===== config.mk =====
export PLATFORM = sky130hd
export DESIGN_NAME = guess_entry
export DESIGN_NICKNAME = d
export VERILOG_FILES = /design/src/rtl/game_pkg.sv /design/src/rtl/key_edge.sv /design/src/rtl/guess_entry.sv
export SDC_FILE = /design/constraint.sdc
export NUM_CORES = 1
export LEC_CHECK = 0
export BUFFER_PORTS_ARGS = -buffer_cell sky130_fd_sc_hd__buf_2
export CAP_MARGIN = 20
export CORE_ASPECT_RATIO = 2
export CORE_UTILIZATION = 45
export DETAILED_ROUTE_END_ITERATION = 8
export PLACE_DENSITY_LB_ADDON = 0.08
export SLEW_MARGIN = 5
export SYNTH_ARGS = -nofsm -noshare
export SYNTH_HDL_FRONTEND = slang
export SYNTH_HIERARCHICAL = 1
export SYNTH_SLANG_ARGS = --single-unit

===== constraint.sdc =====
create_clock -name clk -period 2.9 [get_ports clk]
set_input_delay 0.145 -clock clk [delete_from_list [all_inputs] [get_ports clk]]
set_output_delay 0.145 -clock clk [all_outputs]
set_load 0.005 [all_outputs]

===== src/rtl/game_pkg.sv =====
// Shared constants and types for the Bulls-and-Cows keypad and game control blocks.
// Latency: n/a (types and constants only).
// Backpressure: n/a.
package game_pkg;

    localparam int DIGIT_W    = 4;
    localparam int NUM_DIGITS = 3;

    localparam logic [DIGIT_W-1:0] KEY_BKSP = 4'hA;
    localparam logic [DIGIT_W-1:0] KEY_CLR  = 4'hB;
    localparam logic [DIGIT_W-1:0] KEY_ENT  = 4'hC;

    typedef enum logic [1:0] {
        S_ENTRY  = 2'd0,
        S_FULL   = 2'd1,
        S_COMMIT = 2'd2
    } state_t;

endpackage


===== src/rtl/key_edge.sv =====
// Rising-edge detector on the keypad's key-held level; one strobe per press.
// Latency: strobe is high the cycle after key_valid_i first goes high.
// Backpressure: none; a held key never re-strobes until it is released.
module key_edge (
    input  logic clk,
    input  logic rst_n,
    input  logic key_valid_i,
    output logic key_stb_o
);

    logic valid_d_q;
    logic stb_q;

    // Remember last cycle's level and register the rising-edge strobe.
    always_ff @(posedge clk or negedge rst_n) begin
        if (!rst_n) begin
            valid_d_q <= 1'b0;
            stb_q     <= 1'b0;
        end else begin
            valid_d_q <= key_valid_i;
            stb_q     <= key_valid_i & ~valid_d_q;
        end
    end

    assign key_stb_o = stb_q;

endmodule


===== src/rtl/guess_entry.sv =====
// Collects keypad digits into a 3-digit guess with backspace/clear/enter and emits it.
// Latency: key press to buffer update 2 cycles; enter strobe to oNumRdy 1 cycle.
// Backpressure: none; keys arriving while a guess is being committed are dropped with err.
module guess_entry #(
    parameter logic [3:0] KEY_BKSP     = game_pkg::KEY_BKSP,
    parameter logic [3:0] KEY_CLR      = game_pkg::KEY_CLR,
    parameter logic [3:0] KEY_ENT      = game_pkg::KEY_ENT,
    parameter bit         ALLOW_REPEAT = 1'b0
) (
    input  logic       clk,
    input  logic       reset,
    input  logic       key_valid,
    input  logic [3:0] key_code,
    output logic [3:0] oNum1,
    output logic [3:0] oNum2,
    output logic [3:0] oNum3,
    output logic       oNumRdy,
    output logic [3:0] pend1,
    output logic [3:0] pend2,
    output logic [3:0] pend3,
    output logic [1:0] entry_cnt,
    output logic       err
);

    import game_pkg::*;

    logic                                  key_stb;
    logic [DIGIT_W-1:0]                    code_q;
    state_t                                state_q, state_d;
    logic [NUM_DIGITS-1:0][DIGIT_W-1:0]    pend_q, pend_d;
    logic [NUM_DIGITS-1:0][DIGIT_W-1:0]    onum_q, onum_d;
    logic [1:0]                            cnt_q, cnt_d;
    logic                                  err_q, err_d;
    logic                                  rdy_q, rdy_d;
    logic                                  dup;

    key_edge u_key_edge (
        .clk         (clk),
        .rst_n       (reset),
        .key_valid_i (key_valid),
        .key_stb_o   (key_stb)
    );

    // Delay the code by one cycle so it lines up with the registered strobe.
    always_ff @(posedge clk or negedge reset) begin
        if (!reset) begin
            code_q <= '0;
        end else begin
            code_q <= key_code;
        end
    end

    // Duplicate check against occupied slots only; empty slots never match.
    always_comb begin
        dup = 1'b0;
        for (int i = 0; i < NUM_DIGITS; i++) begin
            if ((2'(i) < cnt_q) && (pend_q[i] == code_q)) begin
                dup = 1'b1;
            end
        end
    end

    // State, buffer and output registers.
    always_ff @(posedge clk or negedge reset) begin
        if (!reset) begin
            state_q <= S_ENTRY;
            pend_q  <= '0;
            onum_q  <= '0;
            cnt_q   <= 2'd0;
            err_q   <= 1'b0;
            rdy_q   <= 1'b0;
        end else begin
            state_q <= state_d;
            pend_q  <= pend_d;
            onum_q  <= onum_d;
            cnt_q   <= cnt_d;
            err_q   <= err_d;
            rdy_q   <= rdy_d;
        end
    end

    // Next-state logic: key decode, buffer edits and commit sequencing.
    always_comb begin
        state_d = state_q;
        pend_d  = pend_q;
        onum_d  = onum_q;
        cnt_d   = cnt_q;
        err_d   = 1'b0;
        rdy_d   = 1'b0;
        case (state_q)
            S_ENTRY, S_FULL: begin
                if (key_stb) begin
                    if (code_q <= 4'd9) begin
                        if ((state_q == S_FULL) || (!ALLOW_REPEAT && dup)) begin
                            err_d = 1'b1;
                        end else begin
                            pend_d[cnt_q] = code_q;
                            cnt_d         = cnt_q + 2'd1;
                            if (cnt_q == 2'd2) begin
                                state_d = S_FULL;
                            end
                        end
                    end else if (code_q == KEY_BKSP) begin
                        if (cnt_q != 2'd0) begin
                            pend_d[cnt_q - 2'd1] = '0;
                            cnt_d                = cnt_q - 2'd1;
                            state_d              = S_ENTRY;
                        end else begin
                            err_d = 1'b1;
                        end
                    end else if (code_q == KEY_CLR) begin
                        pend_d  = '0;
                        cnt_d   = 2'd0;
                        state_d = S_ENTRY;
                    end else if (code_q == KEY_ENT) begin
                        if (state_q == S_FULL) begin
                            state_d = S_COMMIT;
                            onum_d  = pend_q;
                            rdy_d   = 1'b1;
                        end else begin
                            err_d = 1'b1;
                        end
                    end
                end
            end
            S_COMMIT: begin
                // The commit cycle empties the buffer; any key arriving now is lost.
                pend_d  = '0;
                cnt_d   = 2'd0;
                state_d = S_ENTRY;
                err_d   = key_stb;
            end
            default: begin
                state_d = S_ENTRY;
            end
        endcase
    end

    assign oNum1     = onum_q[0];
    assign oNum2     = onum_q[1];
    assign oNum3     = onum_q[2];
    assign oNumRdy   = rdy_q;
    assign pend1     = pend_q[0];
    assign pend2     = pend_q[1];
    assign pend3     = pend_q[2];
    assign entry_cnt = cnt_q;
    assign err       = err_q;

endmodule


==> impl_results.md <==
* Critical R2R Capture: pend3[0]
* H-tree depth at 2
* Synthesized area at roughly 0.0021 sq mm
* Max-slew violations at 0
* CP max stage cell: a2111o_1
* Setup Viol. Count Final at 0
* Simple-Gate Fraction of Synth Area at 0.2359
* PortBufs at 34
* Post-synth top cells: dfrtp_1, nand3_1, mux2_2, nor3_1, o21ai_1
* PwrDens at ~680 mW/mm^2
* Met3 Use GR at 0.05452
* Area growth from synthesis to layout at 16.62%
* Post-CTS setup buffer count at 0
* Setup repair after global routing missed its margin: no
* Num CTS Buffers at 5
* # IOs at 35
* Final Hold Viols at 0
* WS Path Type: reg -> reg
* Clk_skew at 0.005775 ns
* Antenna violation net count after detailed routing at 0
* First-pass DRT Iterations at 4
* Async SR Flop Fraction at 1.000
* Critical path required time at 3.06 ns
* Crit path arrival time at between 2 and 3 ns
* Syn Area/Cell at between 9 and 10 sq um
* Hpwl dp at 3895 microns
* Area contributors post-synth: dfrtp_1, mux2_2, nand3_1
* Setup TNS Final at 0 ns
* Met1 Use GR at 0.2428
* Critical path launch point type: flip-flop
* CTS tree: done
* Critical Path Sink Type: flip-flop
* Layout cells sized above 1 at 0.2705
* Reg2Reg Depth at 8
* Mux share of post-synthesis cell area at 0.06549
* Min cycle time layout at between 2 and 3 ns
* GRT Residual Overflow at 0
* Most used flip-flop cell after synthesis: dfrtp_1
* Count leader, synth: dfrtp_1
* Normalized max-slew margin at 0.4663
* Worst min-delay path class: reg -> reg
* Vias per cell at about 6
* Critical path cell sequence: inv_1 -> ha_1 -> nor2b_1 -> o2111ai_1 -> a2111o_1 -> and4_4 -> o21ai_4 -> o21ai_0
* Most used routing layer: met2
* Final worst path period share at 0.8742
* Clock-pin slew on the worst setup and hold paths at ~0.07 ns
* Crit path to: pend3[0]
* Total number of vias at approximately 1800
* DRC violations left at 0
* Fmax at roughly 390 MHz
* Status: finished clean
* Gpl congestion at a little under 1
* DR iter-0 viols at 52
* CP delay by family, top: compound AO/OA/AOI/OAI gates
* Vias in the first global route at 1733
* XOR/XNOR Fraction of Synth Area at 0.04245
* Pin count of the biggest net entering global routing at 37
* Cells after Synth at between 200 and 250
* Post-synth EDFFs at 0
* Synth Register Bits at 36
* Max-Cap Viols at 0
* Final core occ at 0.5491
* Yosys top cell by area: dfrtp_1
* Adder-cell share of the synthesized area at 0.02426
* Die Width at 49.88 microns
* Max clock buf depth at 2
* Peak fanout along the critical path at 15
* Post-Synthesis Net Count at roughly 220
* R2R Setup Slk at roughly 0.36 ns
* Core region area at 0.004382 sq mm
* Initial antenna violation count at 0
* First-pass GRT wire length at slightly below 9000 microns
* Buf/Inv on CP at 1
* Register area share after synthesis at 0.4366
* Main combinational cell family by area after synthesis: simple AND/OR/NAND/NOR gates
* Wire per inst at 17.74 microns
* Root buffer cell: clkbuf_8
* Routed WL at 5287 microns
* VDD IR max at about 0.63 mV
* Met2 Use GR at 0.4033
* Diode count at 0
* Initial Util at 0.4709
* Die area at between 0.004 and 0.005 sq mm
* Tot GR Track Use at 0.2362
* Clk Latency, worst-skew pair at between 0.2 and 0.3 ns
* Leak pwr at roughly 1.1 nW
* Final layout net count at about 260
* Row count at 34
* Yosys top cell area share at 0.4366
* Slowest cell delay on critical path at 0.48 ns
* Chip height at 97.76 microns
* Synth Area in Compound Gates at 0.1449
* Worst Max-Slew Pin Slew at 0.8006 ns
* Crit. path cell count at 8
* Post-synthesis cell type count at 44
* Worst Setup SP: entry_cnt[1]
* Clk sinks at 36
* R2R Path Start: entry_cnt[1]
* Number of synthesis warnings at 6
## where the power goes
group | total [W] | switching [W] | internal (W)
registers | 0.000675 | 0.000100 | 0.000575
clock network | 0.000391 | 0.000179 | 0.000212
logic | 0.000559 | 0.000317 | 0.000242
total | 0.00162 | 0.000596 | 0.00103
## logic make-up after synthesis
logic type | Yosys count
simple gates | 80
compound gates | 45
flops | 36
buf+inv | 20
mux | 12
xor+xnor | 10
fa+ha+maj | 4
## routing by layer
layer	share of wire	up-vias
li1	-	827
met1	0.38	871
met2	0.52	69
met3	0.044	24
met4	0.054	0
met5	0	-
## worst min path at each step
stage	from	endpoint	slack, ns	cells after the start
6_report	u_key_edge/valid_d_q	u_key_edge/key_stb_o	0.45	1
5_1_grt	u_key_edge/valid_d_q	u_key_edge/key_stb_o	0.47	1
4_1_cts	u_key_edge/valid_d_q	u_key_edge/key_stb_o	0.45	1
3_5_place_dp	key_code[2]	code_q[2]	0.25	1
3_3_place_gp	key_code[1]	code_q[1]	0.25	1
2_1_floorplan	reset	code_q[0]	-0.15	0
## state kept, by name, indices dropped and copies added (netlist names)
name                  flops
pend3                     4
oNum3                     4
code_q                    4
u_key_edge/valid_d_q      1
oNum1                     4
oNumRdy                   1
pend2                     4
state_q                   2
pend1                     4
entry_cnt                 2
u_key_edge/key_stb_o      1
err                       1
oNum2                     4
## cell usage in the layout (no fill, tap or decap), types with 2 or more instances in the layout
cell type      instances
dfrtp_1               36
buf_2                 34
nand3_1               15
nor3_1                12
mux2_2                12
o21ai_1               11
or3_1                 10
a31oi_1               10
clkbuf_8               7
inv_1                  6
nor2_1                 6
nand2_1                6
nor3b_1                6
dlygate4sd3_1          6
xnor2_1                5
xor2_1                 5
a21oi_1                5
o21ai_0                5
nand4_1                4
nor2b_1                4
ha_1                   4
buf_4                  4
nand2b_1               3
and3_1                 3
o21ai_2                2
or4b_1                 2
o21a_1                 2
o2bb2ai_1              2
nor4b_1                2
## area by class of cell
cell class / count / area, sq um
fill: 396 / 1976
sequential: 36 / 900.9
inverter: 6 / 22.52
tap: 54 / 67.56
timing repair buffer: 44 / 260.3
multi-input combinational: 151 / 1059
clock buffer: 7 / 96.34
## metrics by stage
| stage | worst slack [ns] | area, sq um | power [W] | hold slack [ns] | instances |
|---|---|---|---|---|---|
| 2_1_floorplan | 0.8302 | 2063 | 0.001041 | -0.1506 | 207 |
| 3_3_place_gp | 0.4782 | 2250 | 0.001207 | 0.2527 | 285 |
| 3_5_place_dp | 0.3823 | 2250 | 0.001235 | 0.2548 | 285 |
| 4_1_cts | 0.3837 | 2406 | 0.001630 | 0.4550 | 298 |
| 5_1_grt | 0.2164 | 2406 | 0.001706 | 0.4660 | 298 |
| 6_report | 0.3648 | 2406 | 0.001625 | 0.4542 | 298 |
## timing repair
action,CTS,global route
hold buffers,6,0
endpoints found under the hold margin,41,0
endpoints found under the setup margin,0,0
resized for setup,0,0
No activity file was read; power rests on OpenSTA's default activity.
